### src/rtl/br_local_port.sv
// BrLite local-port bridge: NI service-message TX/RX to the broadcast router's local port.
// TX stamps sequence/source and injects; RX buffers router deliveries in a small FIFO.
package br_local_port_pkg;
    localparam int unsigned SEQ_SRC_W = 16;
    localparam int unsigned PAYLOAD_W = 16;
    localparam int unsigned KSVC_W    = 4;

    typedef struct packed {
        logic [SEQ_SRC_W-1:0] seq_source;
        logic [PAYLOAD_W-1:0] payload;
        logic [KSVC_W-1:0]    ksvc;
    } br_payload_t;
endpackage

module br_local_port
    import br_local_port_pkg::*;
#(
    parameter logic [15:0] ADDRESS  = 16'b0,
    parameter int unsigned RX_DEPTH = 4
) (
    input  logic        clk_i,
    input  logic        rst_ni,
    input  logic        ni_req_i,
    output logic        ni_ack_o,
    input  br_payload_t ni_data_i,
    output logic        ni_local_busy_o,
    output logic        ni_rx_o,
    input  logic        ni_ack_i,
    output br_payload_t ni_data_o,
    output logic        rt_req_o,
    input  logic        rt_ack_i,
    output br_payload_t rt_data_o,
    input  logic        rt_req_i,
    output logic        rt_ack_o,
    input  br_payload_t rt_data_i
);
    localparam int unsigned IDX_W   = (RX_DEPTH > 1) ? $clog2(RX_DEPTH) : 1;
    localparam int unsigned PTR_W   = IDX_W + 1;
    localparam logic [7:0]  OWN_SRC = {ADDRESS[11:8], ADDRESS[3:0]};

    typedef enum logic {IDLE, SEND} tx_state_t;

    tx_state_t  tx_state;
    logic [7:0] seq;

    // The NI supplies its own seq_source field; the bridge always overwrites it.
    logic unused_ni_seq_source;
    assign unused_ni_seq_source = ^ni_data_i.seq_source;

    // TX: accept one message, stamp it, hold it on the router port until acked.
    always_ff @(posedge clk_i or negedge rst_ni) begin
        if (!rst_ni) begin
            tx_state  <= IDLE;
            seq       <= '0;
            ni_ack_o  <= 1'b0;
            rt_req_o  <= 1'b0;
            rt_data_o <= '0;
        end else begin
            ni_ack_o <= 1'b0;
            case (tx_state)
                IDLE: begin
                    if (ni_req_i && !ni_ack_o) begin
                        rt_data_o.seq_source <= {seq, OWN_SRC};
                        rt_data_o.payload    <= ni_data_i.payload;
                        rt_data_o.ksvc       <= ni_data_i.ksvc;
                        ni_ack_o             <= 1'b1;
                        rt_req_o             <= 1'b1;
                        tx_state             <= SEND;
                    end
                end
                SEND: begin
                    if (rt_ack_i) begin
                        rt_req_o <= 1'b0;
                        seq      <= seq + 8'(1);
                        tx_state <= IDLE;
                    end
                end
                default: tx_state <= IDLE;
            endcase
        end
    end

    assign ni_local_busy_o = (tx_state == SEND) | ni_ack_o;

    // RX FIFO with one extra pointer bit to tell full from empty.
    br_payload_t      mem [RX_DEPTH];
    logic [PTR_W-1:0] wr_ptr;
    logic [PTR_W-1:0] rd_ptr;
    logic             empty;
    logic             full;
    logic             pop;
    logic             accept;
    logic             push;
    logic             loopback;

    assign empty    = (wr_ptr == rd_ptr);
    assign full     = (wr_ptr[IDX_W] != rd_ptr[IDX_W])
                   && (wr_ptr[IDX_W-1:0] == rd_ptr[IDX_W-1:0]);
    assign pop      = ni_ack_i && !empty;
    assign loopback = (rt_data_i.seq_source[7:0] == OWN_SRC);
    // A same-cycle pop frees the slot, so a full FIFO can still accept.
    assign accept   = rt_req_i && !rt_ack_o && (!full || pop);
    assign push     = accept && !loopback;

    assign ni_rx_o   = !empty;
    assign ni_data_o = mem[rd_ptr[IDX_W-1:0]];

    always_ff @(posedge clk_i or negedge rst_ni) begin
        if (!rst_ni) begin
            wr_ptr   <= '0;
            rd_ptr   <= '0;
            rt_ack_o <= 1'b0;
            for (int i = 0; i < int'(RX_DEPTH); i++) begin
                mem[i] <= '0;
            end
        end else begin
            rt_ack_o <= accept;
            if (push) begin
                mem[wr_ptr[IDX_W-1:0]] <= rt_data_i;
                wr_ptr                 <= wr_ptr + PTR_W'(1);
            end
            if (pop) begin
                rd_ptr <= rd_ptr + PTR_W'(1);
            end
        end
    end
endmodule

### config.mk
export PLATFORM = sky130hd
export DESIGN_NAME = br_local_port
export DESIGN_NICKNAME = d
export VERILOG_FILES = /design/src/rtl/br_local_port.sv
export SDC_FILE = /design/constraint.sdc
export NUM_CORES = 1
export LEC_CHECK = 0
export BUFFER_PORTS_ARGS = -buffer_cell sky130_fd_sc_hd__buf_2
export CORE_AREA = 10 10 170 172
export DETAILED_ROUTE_END_ITERATION = 6
export DIE_AREA = 0 0 180 182
export PLACE_DENSITY = 0.63
export SLEW_MARGIN = 20
export SYNTH_ARGS = -nofsm -noshare
export SYNTH_HDL_FRONTEND = slang
export SYNTH_SLANG_ARGS = --single-unit
### constraint.sdc
create_clock -name clk_i -period 1.65 [get_ports clk_i]
set_input_delay 0.2475 -clock clk_i [delete_from_list [all_inputs] [get_ports clk_i]]
set_output_delay 0.2475 -clock clk_i [all_outputs]
set_load 0.05 [all_outputs]
==> flow_summary.yaml <==
run_status:
  outcome: "finished with violations"
  violations: "setup timing"
sta:
  rsz0062_at_grt: "yes"
  fin_setup_tns_ns: -68.28
  max_freq_mhz: 473
  hold_violations: 0
  period_share_pct: 128
  fin_crit_ns: 2.12
  slew_violations: 0
  fin_ws_ns: -0.466
  setup_viol: 182
  finClkSkew_ns: 0.0148
pwr:
  total_power_w: 0.0283
  peakVddDrop_v: 0.00159
  p_per_area_nw_per_um2: 2470
  leakage_nw: 5.23
run:
  max_cap_viol_count: 0
setup_path:
  reg2reg_depth: 8
  crit_path_max_fanout: 5
  crit_path_cell_trace: "buf_12 > clkbuf_16 > mux4_2 > buf_6"
  arrival_ns: 1.87
  worstPathRequired_ns: 1.40
  slowest_delay_ns: 0.51
  slowest_stage: "mux4_2"
  crit_type: "reg2out"
  critPathLaunchType: "register"
  endpoint_kind: "output pin"
routing:
  drc_errors: 0
  ant_nets: 0
  drt-total-wl_um: 20800
  drt_iter0_markers: 185
  vias: 4829
  vias_per_cell: 4.72
  firstDrtPassIters: 4
  wire_per_inst_um: 20.3
logic_synthesis:
  yosysUniqueCellTypes: 28
  synth_seq_area_share_pct: 54.0
  synth_area_leader_cell: "dfrtp_1"
  yosys_warnings: 0
  syn_area_per_cell_um2: 18.0
  ys_ff_latch: 190
  netlist_instances: 490
  syn_area_um2: 8810
  ys_top_cells_by_area: "dfrtp_1 54%, mux2_4 20%, mux4_2 9.2%"
  synth_top_area_share_pct: 54.0
grt:
  grt_overflow: 0
  antenna_found_initial: 1
  grt_pass1_wl_um: 33400
  grt_usage_pct: 12.9
  grt_max_degree: 53
  grt_pass1_vias: 5572
cts:
  cts_tree: "done"
  clk_latency_ns: 0.44
  cts_root_buf: "clkbuf_16"
  numCtsBuffers: 17
  clockBufferDepth: 2
  cts_sinks: 190
  clk_pin_slew_ns: 0.08
  h-tree-depth: 4
min_path:
  min_path_type: "in2reg"
  holdPathStages: 2
die:
  dieArea_um2: 32800
  die_w_um: 180
  core_area_um2: 25600
  die_h_um: 182
  ios: 155
  num_rows: 59
  initial_utilization_pct: 34.4
placement:
  port_buffers: 130
  dp_hpwl_um: 13700
  place.gp.congestion: 0.792
  post_dp_cell_area_um2: 10100
  placed_cells: 967
final_layout:
  num-nets-final: 758
  final_area_um2: 11500
  nFillCells: 2179
  area_delta_synth_final_pct: 30.2
  drive_gt1_share_pct: 66.1
  fin_cells: 1023
[per-stage QoR]
step	hold WS [ns]	util, %	worst slack (ns)
floorplan	-0.0481	-	-0.212
CTS	0.0221	45.0	-0.489
global route	0.0189	44.7	-0.513
detailed placement	0.249	39.6	-0.319
global placement	0.235	39.6	-0.323
finish	0.0470	44.8	-0.466
[worst paths after layout]
path	slack (ns)	end	from
max	-0.47	ni_data_o[2]	rd_ptr[0]$_DFFE_PN0P_
min	0.05	rt_data_o[18]$_DFFE_PN0P_	ni_data_i[18]
max reg2reg	-0.43	mem[112]$_DFFE_PN0P_	rd_ptr[0]$_DFFE_PN0P_
min reg2reg	0.47	seq[7]$_DFFE_PN0P_	seq[7]$_DFFE_PN0P_
max in group asynchronous	0.70	mem[53]$_DFFE_PN0P_	rst_ni
min in group asynchronous	0.33	mem[110]$_DFFE_PN0P_	rst_ni
[flip-flops by register name (all words and copies together) (netlist names)]
signal and count:
wr_ptr 3, rt_data_o 28, mem 144, rt_ack_o 1
tx_state 1, rt_req_o 1, seq 8, ni_ack_o 1
rd_ptr 3
[layout make-up]
class                      count  area [um2]  area share, %
multi-input combinational    266        3820           33.3
antenna                        1        2.50         0.0218
tap                          335         419           3.66
inverter                       6        22.5          0.196
timing repair buffer         193        1820           15.9
sequential                   190        4760           41.5
clock inverter                15         193           1.68
clock buffer                  17         425           3.71
[synthesized netlist by cell type, drive strengths merged]
cell	n
dfrtp	190
mux2	175
mux4	36
buf	32
xnor2	12
nand3	7
ha	6
inv	6
nor3b	4
and3	3
clkbuf	3
nor2	3
nand2	2
or4	2
xor2	2
a21o	1
a41o	1
conb	1
nand2b	1
nand3b	1
o22ai	1
or2	1
[cell families (layout without fill, tap and decap cells)]
logic type                 after synthesis  after routing  synth area share [%]
AOI/OAI and AO/OA                        3              3                 0.284
adders and majority gates                6              6                 0.852
DFF                                    190            190                  54.0
buffers and inverters                   41            231                  4.73
and+or+nand+nor                         24             24                  2.06
muxes                                  211            211                  36.7
xor gates and xnor gates                14             14                  1.39
other                                    1              9                0.0426
[worst max-delay path: cells and delay by family (launching register included)]
family	cells	cell delay [ns]
DFF	1	0.45
muxes	1	0.51
buffers and inverters	3	0.48
[where the power goes]
group | leakage, nW | switching (W) | internal, W | total [W]
registers | 2.27 | 0.00133 | 0.00689 | 0.00822
clock network | 0.301 | 0.00205 | 0.00220 | 0.00425
logic | 2.66 | 0.00797 | 0.00784 | 0.0158
[metal layers]
layer	global-route usage (%)	vias up	wire length, um
met2	21.0	121	10100
li1	-	2143	-
met5	0	-	0
met3	3.94	13	1090
met1	16.6	2552	9490
met4	2.88	0	128
[cells in the final DEF (no fill, tap or decap), types with 2 or more instances in the layout]
cell / instances
and3_1: 3
buf_12: 24
buf_16: 5
buf_2: 92
buf_4: 24
buf_6: 43
buf_8: 2
clkbuf_16: 18
clkinv_4: 4
clkinv_8: 3
conb_1: 8
dfrtp_1: 186
dfrtp_2: 4
ha_1: 6
inv_1: 6
inv_6: 2
inv_8: 4
mux2_2: 33
mux2_4: 142
mux4_2: 36
nand3_1: 7
nor3b_4: 4
or4_4: 2
xnor2_1: 10
xnor2_2: 2
xor2_1: 2
[timing repair]
action                                  in CTS  in global routing
buffers inserted                            15                  2
gates resized for setup                    100                  5
hold buffers                                 1                  0
pin swaps                                    5                  5
cloned                                       9                  1
hold endpoints to repair                    45                  0
endpoints found under the setup margin     183                183
No activity file was read; power rests on OpenSTA's default activity.
